**src/rtl/pipe_pkg.sv**
```systemverilog
// Shared pipeline types for the fetch front-end: queue entry layout,
// fetch FSM state encoding and a word-alignment helper.
package pipe_pkg;

   // One buffered fetch result as presented to IF/ID.
   typedef struct packed {
      logic [31:0] pc;
      logic [31:0] inst;
   } fetch_entry_t;

   // Fetch FSM: no request, live request, or a request whose answer is stale.
   typedef enum logic [1:0] {
      IFQ_IDLE = 2'd0,
      IFQ_REQ  = 2'd1,
      IFQ_DROP = 2'd2
   } ifq_state_t;

   localparam logic [31:0] INST_BYTES = 32'd4;

   // Clear the byte offset so fetches always land on a word boundary.
   function automatic logic [31:0] word_align(input logic [31:0] addr);
      return addr & ~32'd3;
   endfunction

endpackage

```
**src/rtl/ifq_fifo.sv**
```systemverilog
// First-word-fall-through FIFO of fetch entries. Occupancy is tracked by a
// counter, pointers wrap naturally at DEPTH, and flush empties the queue by
// snapping the read pointer onto the write pointer.
module ifq_fifo
   import pipe_pkg::*;
#(
   parameter int DEPTH     = 4,
   parameter int PTR_WIDTH = 2
) (
   input  logic                 clk,
   input  logic                 reset_b,
   input  logic                 push,
   input  fetch_entry_t         push_data,
   input  logic                 pop,
   input  logic                 flush,
   output logic [PTR_WIDTH:0]   count,
   output fetch_entry_t         head
);

   localparam logic [PTR_WIDTH:0] C_FULL = (PTR_WIDTH+1)'(DEPTH);

   fetch_entry_t           r_mem [DEPTH];
   logic [PTR_WIDTH-1:0]   r_rd_ptr;
   logic [PTR_WIDTH-1:0]   r_wr_ptr;
   logic [PTR_WIDTH:0]     r_count;
   logic                   w_do_pop;
   logic                   w_do_push;

   // A pop on an empty queue is ignored; a push into a full queue only lands
   // when a pop frees the head slot in the same cycle.
   assign w_do_pop  = pop & (r_count != '0);
   assign w_do_push = push & ((r_count != C_FULL) | w_do_pop);

   assign count = r_count;
   assign head  = (r_count != '0) ? r_mem[r_rd_ptr] : '0;

   // Entry storage write port.
   // NOTE: storage carries no reset; entries are only ever read when count says they are valid.
   always_ff @(posedge clk) begin
      if (w_do_push && !flush) begin
         r_mem[r_wr_ptr] <= push_data;
      end
   end

   // Pointer and occupancy bookkeeping; flush overrides push and pop.
   // NOTE: sequential state uses non-blocking assignments so every register samples pre-edge values.
   always_ff @(posedge clk or negedge reset_b) begin
      if (!reset_b) begin
         r_rd_ptr <= '0;
         r_wr_ptr <= '0;
         r_count  <= '0;
      end else if (flush) begin
         r_rd_ptr <= r_wr_ptr;
         r_count  <= '0;
      end else begin
         if (w_do_push) begin
            r_wr_ptr <= r_wr_ptr + PTR_WIDTH'(1);
         end
         if (w_do_pop) begin
            r_rd_ptr <= r_rd_ptr + PTR_WIDTH'(1);
         end
         if (w_do_push && !w_do_pop) begin
            r_count <= r_count + (PTR_WIDTH+1)'(1);
         end else if (w_do_pop && !w_do_push) begin
            r_count <= r_count - (PTR_WIDTH+1)'(1);
         end
      end
   end

endmodule

```
**src/rtl/inst_fetch_queue.sv**
```systemverilog
// Instruction fetch front-end: issues one sequential word fetch at a time to
// a variable-latency memory, buffers {pc, inst} in a small FWFT queue and
// restarts at a branch target on redirect, discarding any stale response.
module inst_fetch_queue
   import pipe_pkg::*;
#(
   parameter int          DEPTH     = 4,
   parameter int          PTR_WIDTH = 2,
   parameter logic [31:0] RESET_PC  = 32'h0000_0000
) (
   input  logic        clk,
   input  logic        reset_b,
   input  logic        redirect,
   input  logic [31:0] redirect_pc,
   output logic        imem_req,
   output logic [31:0] imem_addr,
   input  logic        imem_rvalid,
   input  logic [31:0] imem_rdata,
   output logic        out_valid,
   output logic [31:0] out_pc,
   output logic [31:0] out_inst,
   input  logic        out_ready
);

   localparam logic [PTR_WIDTH:0] C_DEPTH = (PTR_WIDTH+1)'(DEPTH);

   ifq_state_t          r_state;
   ifq_state_t          w_state_next;
   logic [31:0]         r_fetch_pc;
   logic [31:0]         w_fetch_pc_next;
   logic                w_push;
   logic                w_pop;
   logic [PTR_WIDTH:0]  w_count;
   logic [PTR_WIDTH:0]  w_count_after_pop;
   logic [PTR_WIDTH:0]  w_count_next;
   fetch_entry_t        w_push_entry;
   fetch_entry_t        w_head;

   assign out_valid = (w_count != '0);
   assign out_pc    = w_head.pc;
   assign out_inst  = w_head.inst;
   assign imem_req  = (r_state != IFQ_IDLE);
   assign imem_addr = r_fetch_pc;

   assign w_pop             = out_valid & out_ready;
   assign w_count_after_pop = w_count - (PTR_WIDTH+1)'(w_pop);
   assign w_count_next      = w_count_after_pop + (PTR_WIDTH+1)'(1);
   assign w_push_entry      = '{pc: r_fetch_pc, inst: imem_rdata};

   ifq_fifo #(
      .DEPTH     (DEPTH),
      .PTR_WIDTH (PTR_WIDTH)
   ) u_fifo (
      .clk       (clk),
      .reset_b   (reset_b),
      .push      (w_push),
      .push_data (w_push_entry),
      .pop       (w_pop),
      .flush     (redirect),
      .count     (w_count),
      .head      (w_head)
   );

   // FSM state and fetch address registers.
   always_ff @(posedge clk or negedge reset_b) begin
      if (!reset_b) begin
         r_state    <= IFQ_IDLE;
         r_fetch_pc <= RESET_PC;
      end else begin
         r_state    <= w_state_next;
         r_fetch_pc <= w_fetch_pc_next;
      end
   end

   // Next-state, next fetch address and push decision; redirect wins over everything.
   always_comb begin
      // NOTE: every output gets a default first so no path can infer a latch.
      w_state_next    = r_state;
      w_fetch_pc_next = r_fetch_pc;
      w_push          = 1'b0;
      if (redirect) begin
         w_fetch_pc_next = word_align(redirect_pc);
         case (r_state)
            IFQ_REQ, IFQ_DROP: w_state_next = imem_rvalid ? IFQ_REQ : IFQ_DROP;
            default:           w_state_next = IFQ_REQ;
         endcase
      end else begin
         case (r_state)
            IFQ_IDLE: begin
               // The in-flight slot is reserved up front, so a response always fits.
               if (w_count_after_pop < C_DEPTH) begin
                  w_state_next = IFQ_REQ;
               end
            end
            IFQ_REQ: begin
               if (imem_rvalid) begin
                  w_push          = 1'b1;
                  w_fetch_pc_next = r_fetch_pc + INST_BYTES;
                  w_state_next    = (w_count_next < C_DEPTH) ? IFQ_REQ : IFQ_IDLE;
               end
            end
            IFQ_DROP: begin
               // Stale answer is thrown away; fetch_pc already holds the target.
               if (imem_rvalid) begin
                  w_state_next = IFQ_REQ;
               end
            end
            default: w_state_next = IFQ_IDLE;
         endcase
      end
   end

endmodule
```
**config.mk**
```make
export PLATFORM = sky130hd
export DESIGN_NAME = inst_fetch_queue
export DESIGN_NICKNAME = d
export VERILOG_FILES = /design/src/rtl/pipe_pkg.sv /design/src/rtl/ifq_fifo.sv /design/src/rtl/inst_fetch_queue.sv
export SDC_FILE = /design/constraint.sdc
export NUM_CORES = 1
export LEC_CHECK = 0
export CAP_MARGIN = 30
export CELL_PAD_IN_SITES_DETAIL_PLACEMENT = 1
export CELL_PAD_IN_SITES_GLOBAL_PLACEMENT = 1
export CORE_MARGIN = 2
export CORE_UTILIZATION = 54
export DETAILED_ROUTE_END_ITERATION = 6
export DONT_BUFFER_PORTS = 1
export PLACE_DENSITY = 0.86
export SLEW_MARGIN = 15
export SYNTH_ARGS = -nofsm -noshare
export SYNTH_HDL_FRONTEND = slang
export SYNTH_SLANG_ARGS = --single-unit
```
**constraint.sdc**
```tcl
create_clock -name clk -period 4.25 [get_ports clk]
set_input_delay 0.85 -clock clk [delete_from_list [all_inputs] [get_ports clk]]
set_output_delay 0.85 -clock clk [all_outputs]
set_load 0.005 [all_outputs]
```
Word-level counts from Yosys, hierarchy flattened. Memory sizes are Yosys's and may differ from the RTL's. Index checks and enable logic that the tools add are counted.

Logic and storage cells: 65. Register bits: 41. Memories kept: 1. RAM bits: 256. Input bits: 69.

Memories: u_fifo.r_mem (words 4, bits a word 64, read ports 1, clocked after Yosys merged registers in 0, wr ports 1, RTL line ifq_fifo.sv:22) `fetch_entry_t r_mem [DEPTH];`.

Reduce and logical (&&, ||, !) cells: 17. $lt $le $gt $ge: 2. Muxes and demuxes: 22. Bitwise logic cells: 5. Equality and inequality tests: 6. Add/subtract/negate cells: 7.

Operators with widths (number): 32-bit 2-to-1 mux (3); 64-bit 2-to-1 mux (1); 32-bit by 3-bit adder with 32-bit output, second input constant (1); 2-bit 2-to-1 mux (8); 3-bit != test, second input constant (4); 3-bit 2-to-1 mux (3); 2-bit nonzero test (4); 3-bit by 1-bit adder with 3-bit output, second input constant (2); 3-bit < comparator, second input constant (2); 1-bit 2-to-1 mux (6); 2-bit case mux with 3 select lines (1); 3-bit nonzero test (2); 2-bit by 1-bit adder with 2-bit output, second input constant (2); 2-bit AND reduction (2); 1-bit bitwise AND (3); 1-bit logical AND (3); 1-bit zero test (3); 3-bit AND reduction (1); 3-bit by 1-bit subtractor with 3-bit output (1); 3-bit by 1-bit subtractor with 3-bit output, second input constant (1); 2-bit by 1-bit equality test with 1-bit output, second input constant (1); 2-bit equality test, second input constant (1); 2-bit zero test (1); 2-bit OR reduction (1); other kinds (2) (2).

Longest topological paths before layout. Gate-level depths: netlist of the first run.

Depth in word-level cells: 10. Mapped depth: 8. Depth with buffers taken out: 8.

Cells and area by module. From an unflattened synthesis of the first run, not the netlist that was laid out.

Cells, all modules: 698. Area total of the unflattened synthesis: 12250.5 um^2.

By module, submodules not included: ifq_fifo (times used 1, sequential area each 7862.5 um^2, area an instance 10213.5 um^2, cells an instance 460); inst_fetch_queue (times used 1, sequential area each 800.8 um^2, area an instance 2037.0 um^2, cells an instance 238).

Worst setup path before layout of the first run. Ideal clock, no wire load.

Kind: input -> register. Start point: in redirect. End point: mem u_fifo.r_mem[0][0] (netlist name), enable pin. Arrival time: 3015 ps. Stages on the path: 3. Library setup time: 426 ps. Required time: 3824 ps. Slack: 808 ps. Path through: clkbuf_1 nor3_1 and2_1.

Word-level cells in the longest chain between the ends: 5.

Ends and longest elaborated chain: start: declaration (RTL line inst_fetch_queue.sv:13) `input logic redirect,`; 1-bit 2-to-1 mux (RTL line inst_fetch_queue.sv:81) `if (redirect) begin`; 1-bit bitwise AND (RTL line ifq_fifo.sv:32) `assign w_do_push = push & ((r_count != C_FULL) | w_do_pop);`; 1-bit logical AND * (RTL line ifq_fifo.sv:40) `if (w_do_push && !flush) begin`; 1-bit 2-to-1 mux * (RTL line ifq_fifo.sv:40); 1-bit 2-to-1 mux (implied by the code) * (RTL line ifq_fifo.sv:41) `r_mem[r_wr_ptr] <= push_data;`; end: declaration (RTL line ifq_fifo.sv:22).

Mark *: on every way between the ends. The rest lies on a longest branch, timed or not.

Worst setup path in the final report of the first run.
Start point: reg u_fifo.r_rd_ptr[0]. End point: out out_inst[1].

Word-level cells in the longest chain between the ends: 2.

Ends and longest elaborated chain: start: declaration (RTL line ifq_fifo.sv:23) `logic [PTR_WIDTH-1:0] r_rd_ptr;`; start signal: assignment (RTL line ifq_fifo.sv:53) `r_rd_ptr <= r_wr_ptr;`; start signal: assignment (RTL line ifq_fifo.sv:60) `r_rd_ptr <= r_rd_ptr + PTR_WIDTH'(1);`; memory 4 x 64 bit; 64-bit 2-to-1 mux (RTL line ifq_fifo.sv:35) `assign head = (r_count != '0) ? r_mem[r_rd_ptr] : '0;`; end: declaration (RTL line inst_fetch_queue.sv:21) `output logic [31:0] out_inst,`.

No other way between the ends.

==> results of run 1 <==
==> worst paths after layout <==
path,slack (ns),from,end
setup / recovery,0.94,u_fifo.r_rd_ptr[0]$_DFFE_PN0P_,out_inst[1]
hold / removal,0.02,reset_b,imem_addr[17]$_DFFE_PN0P_
setup reg to reg,1.37,r_state[1]$_DFFE_PN0P_,u_fifo.r_mem[0][53]$_DFFE_PP_
hold reg to reg,0.58,u_fifo.r_wr_ptr[1]$_DFFE_PN0P_,u_fifo.r_rd_ptr[1]$_DFFE_PN0P_
max in group asynchronous,2.86,reset_b,u_fifo.r_rd_ptr[1]$_DFFE_PN0P_
min in group clk,0.40,redirect,u_fifo.count[0]$_DFFE_PN0P_
==> registers in the layout (all words and copies together) (netlist names) <==
signal and cells:
u_fifo.r_wr_ptr 2, imem_addr 30, r_state 2, u_fifo.r_rd_ptr 2, u_fifo.r_mem 248, u_fifo.count 3
==> layer usage <==
layer | wire length, µm | share of wire (%) | GRT usage (%)
met1 | 10200 | 40 | 30.0
met2 | 13100 | 51 | 39.3
met3 | 1790 | 7.0 | 4.55
met4 | 456 | 1.8 | 6.21
met5 | 0 | 0 | 0
==> layout make-up <==
class,count,area share (%)
Timing Repair Buffer,11,1.44
Tap cell,275,2.64
Multi-Input combinational cell,331,24.0
Clock inverter,9,0.720
Clock buffer,42,6.10
Inverter,12,0.346
Sequential cell,287,64.7
==> per-stage QoR <==
step	hold WS [ns]	util (%)	setup WS [ns]	cells	power, mW
finish	0.0210	61.6	0.938	967	7.88
global route	0.000209	61.6	0.771	967	8.26
CTS	0.000452	61.0	0.851	962	7.97
detailed placement	0.540	56.7	1.21	909	5.55
global placement	0.520	56.7	1.35	909	5.44
floorplan	0.503	-	0.808	666	5.02
==> placed cells by master, fill, tap and decap left out, types with 3 or more instances in the layout <==
cell type        n
clkbuf_16       29
nand3_1         14
buf_12           3
and2_4           4
mux2i_1          3
nand2_1         28
xnor2_1         10
buf_16           3
inv_1           11
o21ai_0         22
o31ai_1          9
xor2_1           7
or4_1           10
nor2_1          19
mux4_2          62
and3_1           4
clkbuf_1        11
a31oi_1         14
or3_1            4
and4_1           3
and2_1          64
clkinv_1         5
edfxtp_1       248
nor3_1           4
dlygate4sd3_1    3
dfrtp_1         37
nor4_1           5
conb_1           4
nand4_1          8
ha_1            11
==> cell families (layout without fill, tap and decap cells) <==
kind of cell	after synthesis	in the layout	share of synthesized area [%]
buffers and inverters	48	74	1.80
and+or+nand+nor	176	176	8.47
other	1	4	0.0319
muxes	66	66	12.2
DFF	287	287	71.7
adders and majority gates	12	12	1.34
xor gates and xnor gates	17	17	1.27
AOI/OAI and AO/OA	56	56	3.12
==> timing repair <==
action | CTS | global route
resized for setup | 0 | 0
endpoints found under the hold margin | 13 | 3
hold buffers | 2 | 1
==> cell usage after synthesis (2+ instances only) <==
master	count
buf_2	7
a221o_1	2
ha_1	11
nor2b_1	2
or4_1	10
mux2i_1	3
mux4_2	62
o31a_1	2
clkbuf_1	24
a31oi_1	14
edfxtp_1	248
o21ai_0	22
nor3_1	4
nor2_1	19
nor4_1	5
dfrtp_1	39
xnor2_1	10
and3_1	4
and2_1	68
nand3_1	14
or3_1	5
nand4_1	8
inv_1	11
xor2_1	7
and4_1	3
buf_4	4
nand2_1	28
o31ai_1	9
==> power by group through the flow <==
stage / logic, mW / registers [mW] / clock network, mW
5_1_grt: 2.04 / 3.68 / 2.54
3_5_place_dp: 1.85 / 3.70 / 0
4_1_cts: 1.88 / 3.65 / 2.43
3_3_place_gp: 1.77 / 3.67 / 0
6_report: 1.86 / 3.64 / 2.39
2_1_floorplan: 1.49 / 3.52 / 0
==> report_table.html, run 1 <==
<table>
<tr><th>Metric</th><th>Value</th></tr>
<tr><th colspan="2">Yosys</th></tr>
<tr><td>Syn avg cell area</td><td>17.7 µm²</td></tr>
<tr><td>Number of distinct library cells after synthesis</td><td>46</td></tr>
<tr><td>Top cell type's share of synthesized area</td><td>63.4%</td></tr>
<tr><td>Top flip-flop cell by instance count after synthesis</td><td>edfxtp_1</td></tr>
<tr><td>Synthesized netlist cell count</td><td>663</td></tr>
<tr><td>FF+latch count, synth</td><td>287</td></tr>
<tr><td>Share of flip-flops with an asynchronous set or reset</td><td>13.6%</td></tr>
<tr><td>Yosys warning count</td><td>0</td></tr>
<tr><td>Most area-consuming cells after synthesis</td><td>edfxtp_1 (63%), mux4_2 (12%), dfrtp_1 (8.3%), and2_1 (3.6%), ha_1 (1.2%)</td></tr>
<tr><td>Number of enable flip-flop cells after synthesis</td><td>248</td></tr>
<tr><td>Sequential element share of the synthesized area</td><td>71.7%</td></tr>
<tr><td>Library cell occupying the most area in the post-synthesis netlist</td><td>edfxtp_1</td></tr>
<tr><td>Syn Std Cell Area</td><td>0.0117 mm²</td></tr>
<tr><th colspan="2">Placed design</th></tr>
<tr><td>Input/output buffers</td><td>0</td></tr>
<tr><td>Placed Area</td><td>0.0120 mm²</td></tr>
<tr><td>Post-DP HPWL</td><td>15400 µm</td></tr>
<tr><td>Routability congestion estimate from global placement</td><td>0.820</td></tr>
<tr><th colspan="2">Pwr</th></tr>
<tr><td>Switching power total</td><td>2.22 mW</td></tr>
<tr><td>Relative contribution of combinational cells to total power</td><td>23.6%</td></tr>
<tr><td>Switching portion of total power</td><td>28.2%</td></tr>
<tr><td>Maximum vdd ir drop</td><td>0.326 mV</td></tr>
<tr><td>Internal Pwr Total</td><td>5.66 mW</td></tr>
<tr><td>Static leakage</td><td>4.26 nW</td></tr>
<tr><td>Clk network pwr share</td><td>30.3%</td></tr>
<tr><td>Fraction of power consumed by sequential logic</td><td>46.1%</td></tr>
<tr><td>Ratio of total power to cell area</td><td>605 mW/mm²</td></tr>
<tr><th colspan="2">Routing</th></tr>
<tr><td>Pre-Repair DR Iteration Count</td><td>5</td></tr>
<tr><td>Via count of the routed design</td><td>6078</td></tr>
<tr><td>Mean number of vias per cell</td><td>6.29</td></tr>
<tr><td>Final routed wire length divided by cell count</td><td>26.5 µm</td></tr>
<tr><td>Routed wire length</td><td>25600 µm</td></tr>
<tr><td>DRC violation count after routing</td><td>0</td></tr>
<tr><td>ANT nets after route</td><td>0</td></tr>
<tr><td>DR iter-0 viols</td><td>406</td></tr>
<tr><th colspan="2">Die</th></tr>
<tr><td>Floorplan die area</td><td>0.0229 mm²</td></tr>
<tr><td>Die height</td><td>151 µm</td></tr>
<tr><td>Num rows</td><td>53</td></tr>
<tr><td>Initial core utilization</td><td>55.5%</td></tr>
<tr><td>I/O Pins</td><td>167</td></tr>
<tr><td>Area of the core</td><td>0.0212 mm²</td></tr>
<tr><td>Die width</td><td>151 µm</td></tr>
<tr><th colspan="2">STA</th></tr>
<tr><td>Number of setup violations in the final report</td><td>0</td></tr>
<tr><td>Slew at the pin with the worst max-slew slack</td><td>0.817 ns</td></tr>
<tr><td>Max Transition Viols Final</td><td>0</td></tr>
<tr><td>Highest clock frequency the design can meet</td><td>0.302 GHz</td></tr>
<tr><td>Share of the clock period used by the worst path</td><td>77.9%</td></tr>
<tr><td>Worst-case clock skew</td><td>0.00935 ns</td></tr>
<tr><td>Final-report hold violation count</td><td>0</td></tr>
<tr><td>Minimum period implied by the final worst setup slack</td><td>3.31 ns</td></tr>
<tr><td>Post-Route Setup TNS</td><td>0 ns</td></tr>
<tr><td>Worst max-slew margin expressed relative to the limit</td><td>45.2%</td></tr>
<tr><td>Unrepaired setup endpoints after global routing</td><td>no</td></tr>
<tr><th colspan="2">Worst setup path</th></tr>
<tr><td>Dominant delay contributor by cell family on the critical path</td><td>flip-flops</td></tr>
<tr><td>Depth of the worst register-to-register path</td><td>6</td></tr>
<tr><td>Worst stage delay on the critical path</td><td>0.75 ns</td></tr>
<tr><td>Data required, critical path</td><td>3.40 ns</td></tr>
<tr><td>Maximum fanout along the worst path</td><td>24</td></tr>
<tr><td>Kind of start point of the critical path</td><td>flop</td></tr>
<tr><td>Crit. End Element</td><td>output pin</td></tr>
<tr><td>Path length in cells of the critical path</td><td>3</td></tr>
<tr><td>Number of buffers and inverters on the critical path</td><td>1</td></tr>
<tr><td>Worst setup path class</td><td>flop to output pin</td></tr>
<tr><td>Arrival @ worst endpoint</td><td>2.46 ns</td></tr>
<tr><td>Worst path cell trace</td><td>buf_4, mux4_2, and2_1</td></tr>
<tr><td>Slowest cell on crit path</td><td>dfrtp_4</td></tr>
<tr><th colspan="2">Clock tree</th></tr>
<tr><td>CTS tree</td><td>yes</td></tr>
<tr><td>Clock latency on the worst-skew pair</td><td>0.53 ns</td></tr>
<tr><td>Clock transition at path regs</td><td>0.06 ns</td></tr>
<tr><td>Clock tree buffer depth</td><td>3</td></tr>
<tr><td>Clock sink count</td><td>287</td></tr>
<tr><td>Post-CTS Repair Setup Buffers</td><td>0</td></tr>
<tr><td>Max H-tree Level</td><td>1</td></tr>
<tr><td>Total CTS buffers</td><td>29</td></tr>
<tr><td>Clock Root Buffer</td><td>clkbuf_16</td></tr>
<tr><th colspan="2">Hold path</th></tr>
<tr><td>HP Class</td><td>primary input to async pin</td></tr>
<tr><th colspan="2">Final layout</th></tr>
<tr><td>Filler Cell Count</td><td>1828</td></tr>
<tr><td>Number of nets in the finished design</td><td>753</td></tr>
<tr><td>Layout cell share with drive strength beyond 1</td><td>16.9%</td></tr>
<tr><td>Layout area overhead</td><td>10.9%</td></tr>
<tr><td>Number of antenna repair diodes</td><td>0</td></tr>
<tr><td>Multi-input logic area</td><td>0.00313 mm²</td></tr>
<tr><td>FF/Latch Area</td><td>0.00843 mm²</td></tr>
<tr><td>Design area</td><td>0.0130 mm²</td></tr>
<tr><th colspan="2">Global route</th></tr>
<tr><td>Total grt overflow</td><td>0</td></tr>
<tr><td>Maximum number of pins on one net before global-route repair</td><td>63</td></tr>
<tr><td>Wire length of the first global-routing pass</td><td>39100 µm</td></tr>
<tr><td>Vias in the first global route</td><td>6743</td></tr>
<tr><td>Initial antenna violation count</td><td>0</td></tr>
<tr><td>GRT Total Usage</td><td>22.8%</td></tr>
<tr><th colspan="2">Flow run</th></tr>
<tr><td>Max-cap violations</td><td>0</td></tr>
<tr><th colspan="2">Status</th></tr>
<tr><td>Run status</td><td>finished, final reports clean</td></tr>
</table>
(Power assumes the default switching activity.)
==> inputs of run 2 (changes only) <==
==> constraint.sdc (replaced) <==
create_clock -name clk -period 3.3 [get_ports clk]
set_input_delay 0.66 -clock clk [delete_from_list [all_inputs] [get_ports clk]]
set_output_delay 0.66 -clock clk [all_outputs]
set_load 0.005 [all_outputs]
==> report_table.html, run 2 (same netlist as run 1, synthesis figures left out) <==
<table>
<tr><th>Metric</th><th>Value</th></tr>
<tr><th colspan="2">Pwr</th></tr>
<tr><td>Relative contribution of combinational cells to total power</td><td>23.5% (was 23.6%)</td></tr>
<tr><td>Total power after layout</td><td>10.3 mW (was 7.88 mW)</td></tr>
<tr><td>Clk network pwr share</td><td>31.0% (was 30.3%)</td></tr>
<tr><td>Static leakage</td><td>4.32 nW (was 4.26 nW)</td></tr>
<tr><td>Switching portion of total power</td><td>28.3% (was 28.2%)</td></tr>
<tr><td>Maximum vdd ir drop</td><td>0.454 mV (was 0.326 mV)</td></tr>
<tr><td>Switching power total</td><td>2.91 mW (was 2.22 mW)</td></tr>
<tr><td>Ratio of total power to cell area</td><td>787 mW/mm² (was 605 mW/mm²)</td></tr>
<tr><td>Fraction of power consumed by sequential logic</td><td>45.6% (was 46.1%)</td></tr>
<tr><td>Internal Pwr Total</td><td>7.40 mW (was 5.66 mW)</td></tr>
<tr><th colspan="2">Final layout</th></tr>
<tr><td>Commonest cells after routing, fill and taps aside</td><td>edfxtp_1 (248), and2_1 (64), mux4_2 (62) (unchanged)</td></tr>
<tr><td>Multi-input logic area</td><td>0.00313 mm² (unchanged)</td></tr>
<tr><td>Register containing the most flip-flops in the final layout</td><td>u_fifo.r_mem (unchanged)</td></tr>
<tr><td>Number of antenna repair diodes</td><td>0 (unchanged)</td></tr>
<tr><td>Most common library cell in the layout ignoring fill and taps</td><td>edfxtp_1 (unchanged)</td></tr>
<tr><td>Number of flip-flops in the largest register</td><td>248 (unchanged)</td></tr>
<tr><td>Filler Cell Count</td><td>1821 (was 1828)</td></tr>
<tr><td>FF/Latch Area</td><td>0.00843 mm² (unchanged)</td></tr>
<tr><td>Layout cell share with drive strength beyond 1</td><td>18.6% (was 16.9%)</td></tr>
<tr><td>Number of nets in the finished design</td><td>762 (was 753)</td></tr>
<tr><td>Layout area overhead</td><td>11.6% (was 10.9%)</td></tr>
<tr><th colspan="2">Clock tree</th></tr>
<tr><td>Number of gates given a new drive strength after cts</td><td>0 (unchanged)</td></tr>
<tr><td>Total CTS buffers</td><td>29 (unchanged)</td></tr>
<tr><td>Clock tree buffer depth</td><td>3 (unchanged)</td></tr>
<tr><td>Clock latency on the worst-skew pair</td><td>0.52 ns (was 0.53 ns)</td></tr>
<tr><td>Clock sink count</td><td>287 (unchanged)</td></tr>
<tr><td>CTS tree</td><td>yes (unchanged)</td></tr>
<tr><td>Post-CTS Repair Setup Buffers</td><td>0 (unchanged)</td></tr>
<tr><td>Clock transition at path regs</td><td>0.06 ns (about the same)</td></tr>
<tr><td>Clock Root Buffer</td><td>clkbuf_16 (unchanged)</td></tr>
<tr><td>Max H-tree Level</td><td>1 (unchanged)</td></tr>
<tr><th colspan="2">Routing</th></tr>
<tr><td>Routed wire length</td><td>25800 µm (was 25600 µm)</td></tr>
<tr><td>ANT nets after route</td><td>0 (unchanged)</td></tr>
<tr><td>Pre-Repair DR Iteration Count</td><td>4 (was 5)</td></tr>
<tr><td>Via count of the routed design</td><td>6061 (was 6078)</td></tr>
<tr><td>DR iter-0 viols</td><td>406 (unchanged)</td></tr>
<tr><td>Final routed wire length divided by cell count</td><td>26.4 µm (was 26.5 µm)</td></tr>
<tr><td>Mean number of vias per cell</td><td>6.20 (was 6.29)</td></tr>
<tr><td>DRC violation count after routing</td><td>0 (unchanged)</td></tr>
<tr><th colspan="2">Worst setup path</th></tr>
<tr><td>End point of the critical path</td><td>out_inst[5] (was out_inst[1])</td></tr>
<tr><td>R2r setup slk</td><td>0.35 ns (was 1.37 ns)</td></tr>
<tr><td>Worst path cell trace</td><td>buf_4, mux4_2, and2_1 (unchanged)</td></tr>
<tr><td>Data required, critical path</td><td>2.64 ns (was 3.40 ns)</td></tr>
<tr><td>Crit. End Element</td><td>output pin (unchanged)</td></tr>
<tr><td>Worst setup path class</td><td>flop to output pin (unchanged)</td></tr>
<tr><td>Worst stage delay on the critical path</td><td>0.70 ns (was 0.75 ns)</td></tr>
<tr><td>Arrival @ worst endpoint</td><td>2.40 ns (was 2.46 ns)</td></tr>
<tr><td>Depth of the worst register-to-register path</td><td>5 (was 6)</td></tr>
<tr><td>Startpoint of the worst register-to-register path</td><td>u_fifo.count[0]$_DFFE_PN0P_ (was r_state[1]$_DFFE_PN0P_)</td></tr>
<tr><td>Kind of start point of the critical path</td><td>flop (unchanged)</td></tr>
<tr><td>Path length in cells of the critical path</td><td>3 (unchanged)</td></tr>
<tr><td>Dominant delay contributor by cell family on the critical path</td><td>flip-flops (unchanged)</td></tr>
<tr><td>Slowest cell on crit path</td><td>dfrtp_4 (unchanged)</td></tr>
<tr><td>Number of buffers and inverters on the critical path</td><td>1 (unchanged)</td></tr>
<tr><td>Maximum fanout along the worst path</td><td>20 (was 24)</td></tr>
<tr><td>Critical Path Source</td><td>u_fifo.r_rd_ptr[0]$_DFFE_PN0P_ (unchanged)</td></tr>
<tr><td>Endpoint of the lowest-slack register-to-register path</td><td>u_fifo.count[2]$_DFFE_PN0P_ (was u_fifo.r_mem[0][53]$_DFFE_PP_)</td></tr>
<tr><th colspan="2">Die</th></tr>
<tr><td>Num rows</td><td>53 (unchanged)</td></tr>
<tr><td>Floorplan die area</td><td>0.0229 mm² (unchanged)</td></tr>
<tr><td>Initial core utilization</td><td>55.5% (unchanged)</td></tr>
<tr><td>Area of the core</td><td>0.0212 mm² (unchanged)</td></tr>
<tr><td>Die width</td><td>151 µm (unchanged)</td></tr>
<tr><td>Die height</td><td>151 µm (unchanged)</td></tr>
<tr><td>I/O Pins</td><td>167 (unchanged)</td></tr>
<tr><th colspan="2">STA</th></tr>
<tr><td>Highest clock frequency the design can meet</td><td>0.327 GHz</td></tr>
<tr><td>Number of setup violations in the final report</td><td>0 (unchanged)</td></tr>
<tr><td>Minimum period implied by the final worst setup slack</td><td>3.06 ns</td></tr>
<tr><td>Worst max-slew margin expressed relative to the limit</td><td>42.0% (was 45.2%)</td></tr>
<tr><td>Unrepaired setup endpoints after global routing</td><td>no (unchanged)</td></tr>
<tr><td>Worst Slack Setup Final</td><td>0.240 ns (was 0.938 ns)</td></tr>
<tr><td>Worst-case clock skew</td><td>0.00626 ns (was 0.00935 ns)</td></tr>
<tr><td>Slew at the pin with the worst max-slew slack</td><td>0.862 ns (was 0.817 ns)</td></tr>
<tr><td>Max Transition Viols Final</td><td>0 (unchanged)</td></tr>
<tr><td>Final-report hold violation count</td><td>0 (unchanged)</td></tr>
<tr><td>Post-Route Setup TNS</td><td>0 ns (unchanged)</td></tr>
<tr><td>Share of the clock period used by the worst path</td><td>92.7%</td></tr>
<tr><td>Worst hold slack across all endpoints</td><td>0.200 ns (was 0.0210 ns)</td></tr>
<tr><th colspan="2">Global route</th></tr>
<tr><td>GRT Total Usage</td><td>22.8% (about the same)</td></tr>
<tr><td>Maximum number of pins on one net before global-route repair</td><td>52 (was 63)</td></tr>
<tr><td>Wire length of the first global-routing pass</td><td>39400 µm (was 39100 µm)</td></tr>
<tr><td>Vias in the first global route</td><td>6630 (was 6743)</td></tr>
<tr><td>Total grt overflow</td><td>0 (unchanged)</td></tr>
<tr><td>Initial antenna violation count</td><td>0 (unchanged)</td></tr>
<tr><th colspan="2">Flow run</th></tr>
<tr><td>Max-cap violations</td><td>0 (unchanged)</td></tr>
<tr><th colspan="2">Status</th></tr>
<tr><td>Run status</td><td>finished, final reports clean (unchanged)</td></tr>
<tr><th colspan="2">Placed design</th></tr>
<tr><td>Input/output buffers</td><td>0 (unchanged)</td></tr>
<tr><td>Pre-CTS worst setup slack</td><td>0.427 ns (was 1.21 ns)</td></tr>
<tr><td>Routability congestion estimate from global placement</td><td>0.741 (was 0.820)</td></tr>
<tr><td>Post-DP HPWL</td><td>16800 µm (was 15400 µm)</td></tr>
<tr><th colspan="2">Hold path</th></tr>
<tr><td>HP Class</td><td>primary input to flop (was primary input to async pin)</td></tr>
</table>
## run 2: cell types whose count changed in the layout (fill, tap and decap cells not counted), moves of 2 or more
cell / change
clkinv_1: +3
clkbuf_1: -4
dlygate4sd3_1: -2
buf_12: +3
buf_4: +11
buf_16: -3
## run 2: how the worst min path moves through the flow
stage          startpoint                           to  slack, ns  cells after the start
2_1_floorplan     reset_b    imem_addr[10]$_DFFE_PN0P_       0.36                      0
3_3_place_gp      reset_b    imem_addr[27]$_DFFE_PN0P_       0.37                      0
3_5_place_dp      reset_b    imem_addr[25]$_DFFE_PN0P_       0.37                      0
4_1_cts          redirect  u_fifo.count[0]$_DFFE_PN0P_       0.18                      1
5_1_grt          redirect  u_fifo.count[0]$_DFFE_PN0P_       0.17                      1
6_report         redirect  u_fifo.count[0]$_DFFE_PN0P_       0.20                      1
## run 2: layout make-up
type,instances,area share [%]
inverter,12,0.344
multi-input combinational,331,23.9
clock buffer,39,6.05
tap,275,2.62
clock inverter,14,1.06
timing repair buffer,20,1.74
sequential,287,64.3
## run 2: power groups by stage
stage / combinational [mW] / sequential [mW] / clock (mW)
final: 2.42 / 4.70 / 3.19
after global routing: 2.65 / 4.74 / 3.38
after CTS: 2.48 / 4.71 / 3.24
after detailed placement: 2.44 / 4.78 / 0
after global placement: 2.33 / 4.72 / 0
after floorplan: 1.92 / 4.54 / 0
## run 2: worst reg2reg max path: cells and delay by family (launching register included)
family	cells	cell delay, ns
AO/OA/AOI/OAI	1	0.76
multiplexers	2	0.63
flip-flops	1	0.40
AND/OR/NAND/NOR	1	0.70
adder cells (fa/ha/maj)	1	0.35
## run 2: stage by stage
| stage | instances | utilization, % | instance area (µm²) |
|---|---|---|---|
| floorplan | 666 | - | 11800 |
| detailed placement | 923 | 57.4 | 12100 |
| global route | 978 | 62.0 | 13100 |
| CTS | 978 | 62.0 | 13100 |
| finish | 978 | 62.0 | 13100 |
| global placement | 923 | 57.4 | 12100 |
## run 2: per-layer routing
| metal | vias to the layer above | share of wire (%) | GRT usage [%] |
|---|---|---|---|
| met2 | 191 | 51 | 38.7 |
| li1 | 2643 | - | - |
| met3 | 24 | 7.1 | 5.18 |
| met1 | 3203 | 41 | 31.0 |
| met4 | 0 | 1.2 | 4.49 |
| met5 | - | 0 | 0 |
## run 2: timing repair
action                     CTS  global route
hold endpoints to repair    39             0
hold buffers                 2             0
setup endpoints to repair    0             0
==> inputs of run 3 (changes only) <==
--- a/config.mk
+++ b/config.mk
@@ -9,10 +9,10 @@
 export CELL_PAD_IN_SITES_DETAIL_PLACEMENT = 1
 export CELL_PAD_IN_SITES_GLOBAL_PLACEMENT = 1
 export CORE_MARGIN = 2
-export CORE_UTILIZATION = 54
+export CORE_UTILIZATION = 35
 export DETAILED_ROUTE_END_ITERATION = 6
 export DONT_BUFFER_PORTS = 1
-export PLACE_DENSITY = 0.86
+export PLACE_DENSITY = 0.63
 export SLEW_MARGIN = 15
 export SYNTH_ARGS = -nofsm -noshare
 export SYNTH_HDL_FRONTEND = slang
==> report_table.html, run 3 (same netlist as run 1, synthesis figures left out) <==
<table>
<tr><th>Metric</th><th>Value</th></tr>
<tr><th colspan="2">Status</th></tr>
<tr><td>Run status</td><td>finished, final reports clean (unchanged)</td></tr>
<tr><th colspan="2">STA</th></tr>
<tr><td>Slew at the pin with the worst max-slew slack</td><td>0.938 ns (was 0.862 ns)</td></tr>
<tr><td>Max Transition Viols Final</td><td>0 (unchanged)</td></tr>
<tr><td>Minimum period implied by the final worst setup slack</td><td>3.03 ns (was 3.06 ns)</td></tr>
<tr><td>Worst-case clock skew</td><td>0.0218 ns (was 0.00626 ns)</td></tr>
<tr><td>Number of setup violations in the final report</td><td>0 (unchanged)</td></tr>
<tr><td>Worst max-slew margin expressed relative to the limit</td><td>36.9% (was 42.0%)</td></tr>
<tr><td>Highest clock frequency the design can meet</td><td>0.330 GHz (was 0.327 GHz)</td></tr>
<tr><td>Unrepaired setup endpoints after global routing</td><td>no (unchanged)</td></tr>
<tr><td>Final-report hold violation count</td><td>0 (unchanged)</td></tr>
<tr><td>Post-Route Setup TNS</td><td>0 ns (unchanged)</td></tr>
<tr><td>Share of the clock period used by the worst path</td><td>91.8% (was 92.7%)</td></tr>
<tr><th colspan="2">Clock tree</th></tr>
<tr><td>Clock tree buffer depth</td><td>3 (unchanged)</td></tr>
<tr><td>Total CTS buffers</td><td>35 (was 29)</td></tr>
<tr><td>Number of gates given a new drive strength after cts</td><td>0 (unchanged)</td></tr>
<tr><td>Clock transition at path regs</td><td>0.05 ns (was 0.06 ns)</td></tr>
<tr><td>Clock sink count</td><td>287 (unchanged)</td></tr>
<tr><td>Clock Root Buffer</td><td>clkbuf_16 (unchanged)</td></tr>
<tr><td>Post-CTS Repair Setup Buffers</td><td>0 (unchanged)</td></tr>
<tr><td>CTS tree</td><td>yes (unchanged)</td></tr>
<tr><td>Clock latency on the worst-skew pair</td><td>0.51 ns (was 0.52 ns)</td></tr>
<tr><td>Max H-tree Level</td><td>2 (was 1)</td></tr>
<tr><th colspan="2">Global route</th></tr>
<tr><td>Maximum number of pins on one net before global-route repair</td><td>52 (unchanged)</td></tr>
<tr><td>Wire length of the first global-routing pass</td><td>41800 µm (was 39400 µm)</td></tr>
<tr><td>Total grt overflow</td><td>0 (unchanged)</td></tr>
<tr><td>Initial antenna violation count</td><td>0 (unchanged)</td></tr>
<tr><td>GRT Total Usage</td><td>15.6% (was 22.8%)</td></tr>
<tr><td>Vias in the first global route</td><td>6781 (was 6630)</td></tr>
<tr><th colspan="2">Pwr</th></tr>
<tr><td>Static leakage</td><td>4.44 nW (was 4.32 nW)</td></tr>
<tr><td>Ratio of total power to cell area</td><td>806 mW/mm² (was 787 mW/mm²)</td></tr>
<tr><td>Maximum vdd ir drop</td><td>0.331 mV (was 0.454 mV)</td></tr>
<tr><th colspan="2">Worst setup path</th></tr>
<tr><td>Data required, critical path</td><td>2.64 ns (about the same)</td></tr>
<tr><td>Crit. End Element</td><td>output pin (unchanged)</td></tr>
<tr><td>R2r setup slk</td><td>0.49 ns (was 0.35 ns)</td></tr>
<tr><td>Maximum fanout along the worst path</td><td>24 (was 20)</td></tr>
<tr><td>Critical Path Source</td><td>u_fifo.r_rd_ptr[0]$_DFFE_PN0P_ (unchanged)</td></tr>
<tr><td>Startpoint of the worst register-to-register path</td><td>r_state[1]$_DFFE_PN0P_ (was u_fifo.count[0]$_DFFE_PN0P_)</td></tr>
<tr><td>Endpoint of the lowest-slack register-to-register path</td><td>u_fifo.r_mem[1][45]$_DFFE_PP_ (was u_fifo.count[2]$_DFFE_PN0P_)</td></tr>
<tr><td>Arrival @ worst endpoint</td><td>2.37 ns (was 2.40 ns)</td></tr>
<tr><td>End point of the critical path</td><td>out_inst[20] (was out_inst[5])</td></tr>
<tr><td>Worst setup path class</td><td>flop to output pin (unchanged)</td></tr>
<tr><td>Depth of the worst register-to-register path</td><td>6 (was 5)</td></tr>
<tr><td>Kind of start point of the critical path</td><td>flop (unchanged)</td></tr>
<tr><th colspan="2">Placed design</th></tr>
<tr><td>Placed Area</td><td>0.0124 mm² (was 0.0121 mm²)</td></tr>
<tr><td>Routability congestion estimate from global placement</td><td>0.742 (was 0.741)</td></tr>
<tr><td>Post-DP HPWL</td><td>17300 µm (was 16800 µm)</td></tr>
<tr><td>Input/output buffers</td><td>0 (unchanged)</td></tr>
<tr><th colspan="2">Final layout</th></tr>
<tr><td>Register containing the most flip-flops in the final layout</td><td>u_fifo.r_mem (unchanged)</td></tr>
<tr><td>Filler Cell Count</td><td>3232 (was 1821)</td></tr>
<tr><td>Layout cell share with drive strength beyond 1</td><td>20.3% (was 18.6%)</td></tr>
<tr><td>Number of nets in the finished design</td><td>767 (was 762)</td></tr>
<tr><td>Utilization after layout</td><td>40.9% (was 62.0%)</td></tr>
<tr><td>Number of flip-flops in the largest register</td><td>248 (unchanged)</td></tr>
<tr><td>Most common library cell in the layout ignoring fill and taps</td><td>edfxtp_1 (unchanged)</td></tr>
<tr><td>Commonest cells after routing, fill and taps aside</td><td>edfxtp_1 (248), and2_1 (64), mux4_2 (62) (unchanged)</td></tr>
<tr><td>Layout area overhead</td><td>15.8% (was 11.6%)</td></tr>
<tr><td>Design area</td><td>0.0136 mm² (was 0.0131 mm²)</td></tr>
<tr><td>Number of antenna repair diodes</td><td>0 (unchanged)</td></tr>
<tr><th colspan="2">Die</th></tr>
<tr><td>Initial core utilization</td><td>35.3% (was 55.5%)</td></tr>
<tr><td>Num rows</td><td>67 (was 53)</td></tr>
<tr><td>Die width</td><td>187 µm (was 151 µm)</td></tr>
<tr><td>I/O Pins</td><td>167 (unchanged)</td></tr>
<tr><td>Area of the core</td><td>0.0333 mm² (was 0.0212 mm²)</td></tr>
<tr><td>Die height</td><td>187 µm (was 151 µm)</td></tr>
<tr><td>Floorplan die area</td><td>0.0350 mm² (was 0.0229 mm²)</td></tr>
<tr><th colspan="2">Hold path</th></tr>
<tr><td>Hold Crit Start</td><td>redirect (unchanged)</td></tr>
<tr><td>HP Class</td><td>primary input to flop (unchanged)</td></tr>
<tr><th colspan="2">Routing</th></tr>
<tr><td>ANT nets after route</td><td>0 (unchanged)</td></tr>
<tr><td>Via count of the routed design</td><td>6065 (was 6061)</td></tr>
<tr><td>Mean number of vias per cell</td><td>5.23 (was 6.20)</td></tr>
<tr><td>Pre-Repair DR Iteration Count</td><td>4 (unchanged)</td></tr>
<tr><td>Final routed wire length divided by cell count</td><td>23.2 µm (was 26.4 µm)</td></tr>
<tr><td>Routed wire length</td><td>26900 µm (was 25800 µm)</td></tr>
<tr><td>DRC violation count after routing</td><td>0 (unchanged)</td></tr>
<tr><td>DR iter-0 viols</td><td>315 (was 406)</td></tr>
<tr><th colspan="2">Flow run</th></tr>
<tr><td>Max-cap violations</td><td>0 (unchanged)</td></tr>
</table>
run 3: metal layers:
metal | global-route usage [%] | part of all wire (%) | routed length, µm | vias to the layer above
li1 | - | - | - | 2659
met1 | 20.1 | 42 | 11400 | 3157
met2 | 26.1 | 48 | 13000 | 200
met3 | 4.67 | 7.5 | 2010 | 49
met4 | 3.69 | 1.9 | 503 | 0
met5 | 0 | 0 | 0 | -
run 3: per-stage QoR:
stage	hold WS (ns)	power, mW	std cells	setup slack (ns)
2_1_floorplan	0.364	6.46	666	0.0484
3_3_place_gp	0.366	7.18	1095	0.577
4_1_cts	0.214	11.1	1159	0.160
6_report	0.236	11.0	1159	0.270
3_5_place_dp	0.366	7.29	1095	0.465
5_1_grt	0.209	11.5	1159	0.0781
run 3: cell type report:
cell class	count	area, µm²	share of cell area (%)
tap	448	561	4.12
sequential	287	8430	62.0
multi-input combinational	331	3130	23.0
inverter	12	45.0	0.331
clock inverter	18	208	1.53
clock buffer	44	951	6.99
timing repair buffer	19	270	1.99
run 3: worst min-delay path by stage:
stage / slack [ns] / depth (start not counted) / end
global placement: 0.37 / 0 / imem_addr[25]$_DFFE_PN0P_
global route: 0.21 / 1 / u_fifo.count[0]$_DFFE_PN0P_
finish: 0.24 / 1 / u_fifo.count[0]$_DFFE_PN0P_
CTS: 0.21 / 1 / u_fifo.count[0]$_DFFE_PN0P_
floorplan: 0.36 / 0 / imem_addr[10]$_DFFE_PN0P_
detailed placement: 0.37 / 0 / imem_addr[24]$_DFFE_PN0P_
run 3: power by group:
group / total [mW] / internal, mW / switching [mW]
logic: 2.41 / 1.18 / 1.23
clock network: 3.82 / 2.36 / 1.45
registers: 4.73 / 4.33 / 0.400
total: 11.0 / 7.88 / 3.08
run 3: timing repair:
item,CTS,global route
setup endpoints to repair,0,0
hold buffers,2,0
endpoints found under the hold margin,39,0
run 3: critical path, stage by stage, from the launching register on:
cell	delay, ns
dfrtp_4	0.77
buf_4	0.35
mux4_2	0.54
and2_1	0.19
